## src/rtl/button_debounce.sv

```systemverilog
`default_nettype none
// ============================================================================
// button_debounce : synchroniser + polarity fix + time-qualified debounce FSM
// Rev 1.0
// ============================================================================
module button_debounce #(
    parameter int CLK_PERIOD_ns = 20,
    parameter int DEBOUNCE_ns   = 100,
    parameter int ACTIVE_LOW    = 0
) (
    input  logic clk,
    input  logic rst,
    input  logic in,
    output logic out,
    output logic rise,
    output logic fall,
    output logic busy
);

    localparam int COUNT = ((DEBOUNCE_ns / CLK_PERIOD_ns) < 1) ? 1 : (DEBOUNCE_ns / CLK_PERIOD_ns);
    localparam int CW    = ($clog2(COUNT + 1) < 1) ? 1 : $clog2(COUNT + 1);
    localparam logic [CW-1:0] c_cnt_last = CW'(COUNT - 1);

    typedef enum logic [1:0] {
        STABLE_LOW  = 2'd0,
        WAIT_HIGH   = 2'd1,
        STABLE_HIGH = 2'd2,
        WAIT_LOW    = 2'd3
    } state_t;

    logic          w_x;
    logic          r_sync1;
    logic          r_sync2;
    state_t        r_state;
    logic [CW-1:0] r_cnt;

    // Inversion ahead of the synchroniser so reset level means "not pressed".
    assign w_x = in ^ (ACTIVE_LOW != 0);

    always_ff @(posedge clk or posedge rst) begin
        if (rst) begin
            r_sync1 <= 1'b0;
            r_sync2 <= 1'b0;
        end else begin
            r_sync1 <= w_x;
            r_sync2 <= r_sync1;
        end
    end

    always_ff @(posedge clk or posedge rst) begin
        if (rst) begin
            r_state <= STABLE_LOW;
            r_cnt   <= '0;
            out     <= 1'b0;
            rise    <= 1'b0;
            fall    <= 1'b0;
            busy    <= 1'b0;
        end else begin
            rise <= 1'b0;
            fall <= 1'b0;
            case (r_state)
                STABLE_LOW: begin
                    if (r_sync2) begin
                        if (COUNT == 1) begin
                            r_state <= STABLE_HIGH;
                            out     <= 1'b1;
                            rise    <= 1'b1;
                        end else begin
                            r_state <= WAIT_HIGH;
                            r_cnt   <= CW'(1);
                            busy    <= 1'b1;
                        end
                    end
                end
                WAIT_HIGH: begin
                    if (!r_sync2) begin
                        r_state <= STABLE_LOW;
                        r_cnt   <= '0;
                        busy    <= 1'b0;
                    end else if (r_cnt == c_cnt_last) begin
                        r_state <= STABLE_HIGH;
                        r_cnt   <= '0;
                        out     <= 1'b1;
                        rise    <= 1'b1;
                        busy    <= 1'b0;
                    end else begin
                        r_cnt <= r_cnt + 1'b1;
                    end
                end
                STABLE_HIGH: begin
                    if (!r_sync2) begin
                        if (COUNT == 1) begin
                            r_state <= STABLE_LOW;
                            out     <= 1'b0;
                            fall    <= 1'b1;
                        end else begin
                            r_state <= WAIT_LOW;
                            r_cnt   <= CW'(1);
                            busy    <= 1'b1;
                        end
                    end
                end
                WAIT_LOW: begin
                    if (r_sync2) begin
                        r_state <= STABLE_HIGH;
                        r_cnt   <= '0;
                        busy    <= 1'b0;
                    end else if (r_cnt == c_cnt_last) begin
                        r_state <= STABLE_LOW;
                        r_cnt   <= '0;
                        out     <= 1'b0;
                        fall    <= 1'b1;
                        busy    <= 1'b0;
                    end else begin
                        r_cnt <= r_cnt + 1'b1;
                    end
                end
                default: begin
                    r_state <= STABLE_LOW;
                    r_cnt   <= '0;
                    out     <= 1'b0;
                    busy    <= 1'b0;
                end
            endcase
        end
    end

endmodule
`default_nettype wire

```

## config.mk

```make
export PLATFORM = sky130hd
export DESIGN_NAME = button_debounce
export DESIGN_NICKNAME = d
export VERILOG_FILES = /design/src/rtl/button_debounce.sv
export SDC_FILE = /design/constraint.sdc
export NUM_CORES = 1
export LEC_CHECK = 0
export BUFFER_PORTS_ARGS = -buffer_cell sky130_fd_sc_hd__buf_2
export CELL_PAD_IN_SITES_DETAIL_PLACEMENT = 1
export CELL_PAD_IN_SITES_GLOBAL_PLACEMENT = 2
export CORE_UTILIZATION = 35
export CTS_CLUSTER_SIZE = 25
export DETAILED_ROUTE_END_ITERATION = 6
export PLACE_DENSITY_LB_ADDON = 0.1
export SLEW_MARGIN = 20
export SYNTH_ARGS = -nofsm -noshare
export SYNTH_HDL_FRONTEND = slang
export SYNTH_SLANG_ARGS = --single-unit
```

## constraint.sdc

```tcl
create_clock -name clk -period 2.2 [get_ports clk]
set_input_delay 0.22 -clock clk [delete_from_list [all_inputs] [get_ports clk]]
set_output_delay 0.22 -clock clk [all_outputs]
set_load 0.005 [all_outputs]
```

==> results.py <==
metrics = {
    "layout": {
        "drive_gt1_share_pct": 23.08,
        "final_cell_mix": "dfrtp_1, buf_2, inv_1, nand2_1, clkbuf_4",
        "fin_nets": 58,
        "diodes": 0,
        "fillers": 139,
        "syn_to_final_growth_pct": 18.01,
        "layout_commonest_cell": "dfrtp_1",
        "design_area_um2": 549.3,
    },
    "synthesis": {
        "synth_top_family_by_area": "simple AND/OR/NAND/NOR gates",
        "yosys_warnings": 0,
        "netlist_area_um2": 465.4,
        "synth-xor-area-share_pct": 3.763,
        "yosys.area_share.adder_pct": 5.376,
        "syn-num-nets": 46,
        "synth-simple-area-share_pct": 17.20,
        "ys_seq_area_share_pct": 59.14,
        "synth.avg_cell_area_um2": 11.35,
        "synth-compound-area-share_pct": 8.065,
        "synthCells": 41,
        "synth.ff_latch_count": 11,
        "ys_types": 20,
        "synthMuxAreaShare_pct": 2.419,
    },
    "worst_setup_path": {
        "r2r_slack_ns": 0.66,
        "crit_path_end_kind": "register",
        "r2r-end": "out",
        "arrival_ns": 1.69,
        "worstSetupPathType": "reg -> reg",
        "crit_path_max_fanout": 5,
        "r2r-start": "r_cnt[0]",
        "cp-start-kind": "register",
        "r2r_cells": 5,
        "required_ns": 2.35,
    },
    "global_routing": {
        "gr-total-overflow": 0,
        "use_met2_pct": 29.24,
        "antenna_found_initial": 0,
        "grt_pass1_wl_um": 1593,
        "grt_util_all_layers_pct": 16.89,
        "grt_pass1_vias": 364,
        "globalRouteMet3Util_pct": 5.233,
        "use_met1_pct": 18.73,
        "grt_max_degree": 12,
        "busiest_layer": "met2",
    },
    "clocking": {
        "cts_root_buffer": "clkbuf_4",
        "cts_buffers": 3,
        "clkTransAtPathRegs_ns": 0.07,
        "cts_tree": "built",
        "cts_buffer_depth": 2,
        "htree_num_levels": 1,
        "clkSinkCount": 11,
        "clk_latency_ns": 0.27,
    },
    "power_and_ir_drop": {
        "pwr-share-clk_pct": 23.6,
        "p_leak_nw": 0.2544,
        "power_frac_comb_pct": 26.5,
        "p_per_area_nw_per_um2": 1082,
        "seq_power_share_pct": 50.0,
        "power_switching_uw": 206.6,
        "p_int_uw": 387.6,
        "sw_frac_of_total_pct": 34.77,
        "ir_worst_vdd_uv": 436.3,
    },
    "min_path": {
        "min_to": "r_sync1",
        "worstHoldStart": "in",
        "min_path_cells": 1,
        "hold_class": "in -> reg",
    },
    "sta": {
        "clock_skew_ns": 0.005041,
        "rsz0062_at_grt": "no",
        "setup-violations-final": 0,
        "finalCritPeriodShare_pct": 69.86,
        "drv_slew": 0,
        "hold_viol": 0,
        "finalCriticalPeriod_ns": 1.537,
        "fmax_mhz": 650.7,
        "setup_tns_ns": 0,
        "maxSlewHeadroom_pct": 71.73,
        "tightest_slew_ns": 0.4236,
    },
    "die": {
        "die_w_um": 38.47,
        "initial_utilization_pct": 39.74,
        "core_area_um2": 1171,
        "rows": 12,
        "fp.dieH_um": 38.47,
        "ios": 7,
        "die-area_um2": 1480,
    },
    "routing": {
        "drt_pass1_iterations": 2,
        "first_iter_violations": 2,
        "drt_wl_total_um": 920,
        "via_per_inst": 4.879,
        "drc": 0,
        "ant_nets": 0,
        "avgRoutedWirePerCell_um": 13.94,
        "dr_total_vias": 322,
    },
    "place": {
        "port_buffers": 6,
        "gp_congestion": 0.7165,
        "place_area_um2": 513.0,
        "dp_hpwl_um": 683,
    },
    "run": {
        "drv_cap": 0,
    },
    "outcome": {
        "status": "completed",
    },
}
-- how the worst max path moves through the flow --
stage,startpoint,endpoint,slack [ns]
after floorplan,r_cnt[0],out,0.82
after global placement,r_cnt[0],out,0.77
after detailed placement,r_cnt[0],out,0.66
after CTS,r_cnt[0],out,0.65
final,r_cnt[0],out,0.66
after global routing,r_cnt[0],out,0.56
-- state kept, by name, summed over array words and instances (netlist names), named ones only --
register	cells
r_sync2	1
r_sync1	1
r_state	1
fall	1
r_cnt	3
out	1
busy	1
rise	1
-- metal layers --
layer / vias to the layer above / share of wire (%)
met2: 8 / 51
li1: 159 / -
met4: 0 / 2.5
met3: 3 / 2.9
met1: 152 / 44
met5: - / 0
-- repair_timing --
item,4_1_cts,5_1_grt
buffers inserted,0,0
resized for setup,0,0
endpoints found under the hold margin,11,0
hold buffers,1,0
-- power groups by stage --
stage               registers, mW  clock network [mW]  logic [mW]
finish                      0.297               0.140       0.157
global route                0.304               0.153       0.183
CTS                         0.296               0.144       0.160
detailed placement          0.299                   0       0.157
global placement            0.297                   0       0.142
floorplan                   0.290                   0       0.112
-- critical path, cell delays in order, from the launching register on --
cell and delay, ns:
dfrtp_1 0.39, inv_1 0.10, ha_1 0.23, nand3_2 0.13, and2_0 0.19, or3b_1 0.37
-- per-stage QoR --
| step | setup WS (ns) | power [mW] | hold slack (ns) | cells | utilization [%] |
|---|---|---|---|---|---|
| after CTS | 0.6490 | 0.6010 | 0.04652 | 66 | 46.90 |
| after floorplan | 0.8232 | 0.4022 | 0.07244 | 41 | - |
| final | 0.6631 | 0.5943 | 0.05353 | 66 | 46.90 |
| after global routing | 0.5587 | 0.6403 | 0.04308 | 66 | 46.90 |
| after detailed placement | 0.6622 | 0.4566 | 0.2334 | 61 | 43.80 |
| after global placement | 0.7706 | 0.4394 | 0.2146 | 61 | 43.80 |
-- kinds of logic after synthesis --
kind of cell               after synthesis
adders and majority gates                2
DFF                                     11
muxes                                    1
xor gates and xnor gates                 2
AOI/OAI and AO/OA                        6
and+or+nand+nor                         14
buffers and inverters                    5
-- synthesized netlist by cell type --
cell | n | area, um2
nand3_1 | 1 | 5.000
ha_1 | 2 | 25.02
o31ai_1 | 1 | 7.510
o21ai_0 | 1 | 5.000
xnor2_1 | 1 | 8.760
nor2_1 | 1 | 3.750
inv_1 | 5 | 18.77
a22oi_1 | 1 | 7.510
or3b_1 | 1 | 8.760
dfrtp_1 | 11 | 275.3
a21oi_1 | 1 | 5.000
nor3_1 | 1 | 5.000
and2_0 | 1 | 6.260
o22ai_1 | 2 | 12.51
mux2_2 | 1 | 11.26
xor2_1 | 1 | 8.760
and2_2 | 1 | 7.510
nand2_1 | 5 | 18.77
nand3_2 | 1 | 10.01
nor3b_1 | 2 | 15.01
-- final cells by class --
type	count	area [um2]	area share [%]
timing repair buffer	7	40.04	7.289
sequential	11	275.3	50.11
clock buffer	4	26.28	4.784
inverter	5	18.77	3.417
multi-input combinational	25	171.4	31.21
tap	14	17.52	3.189
(Power assumes the default switching activity.)
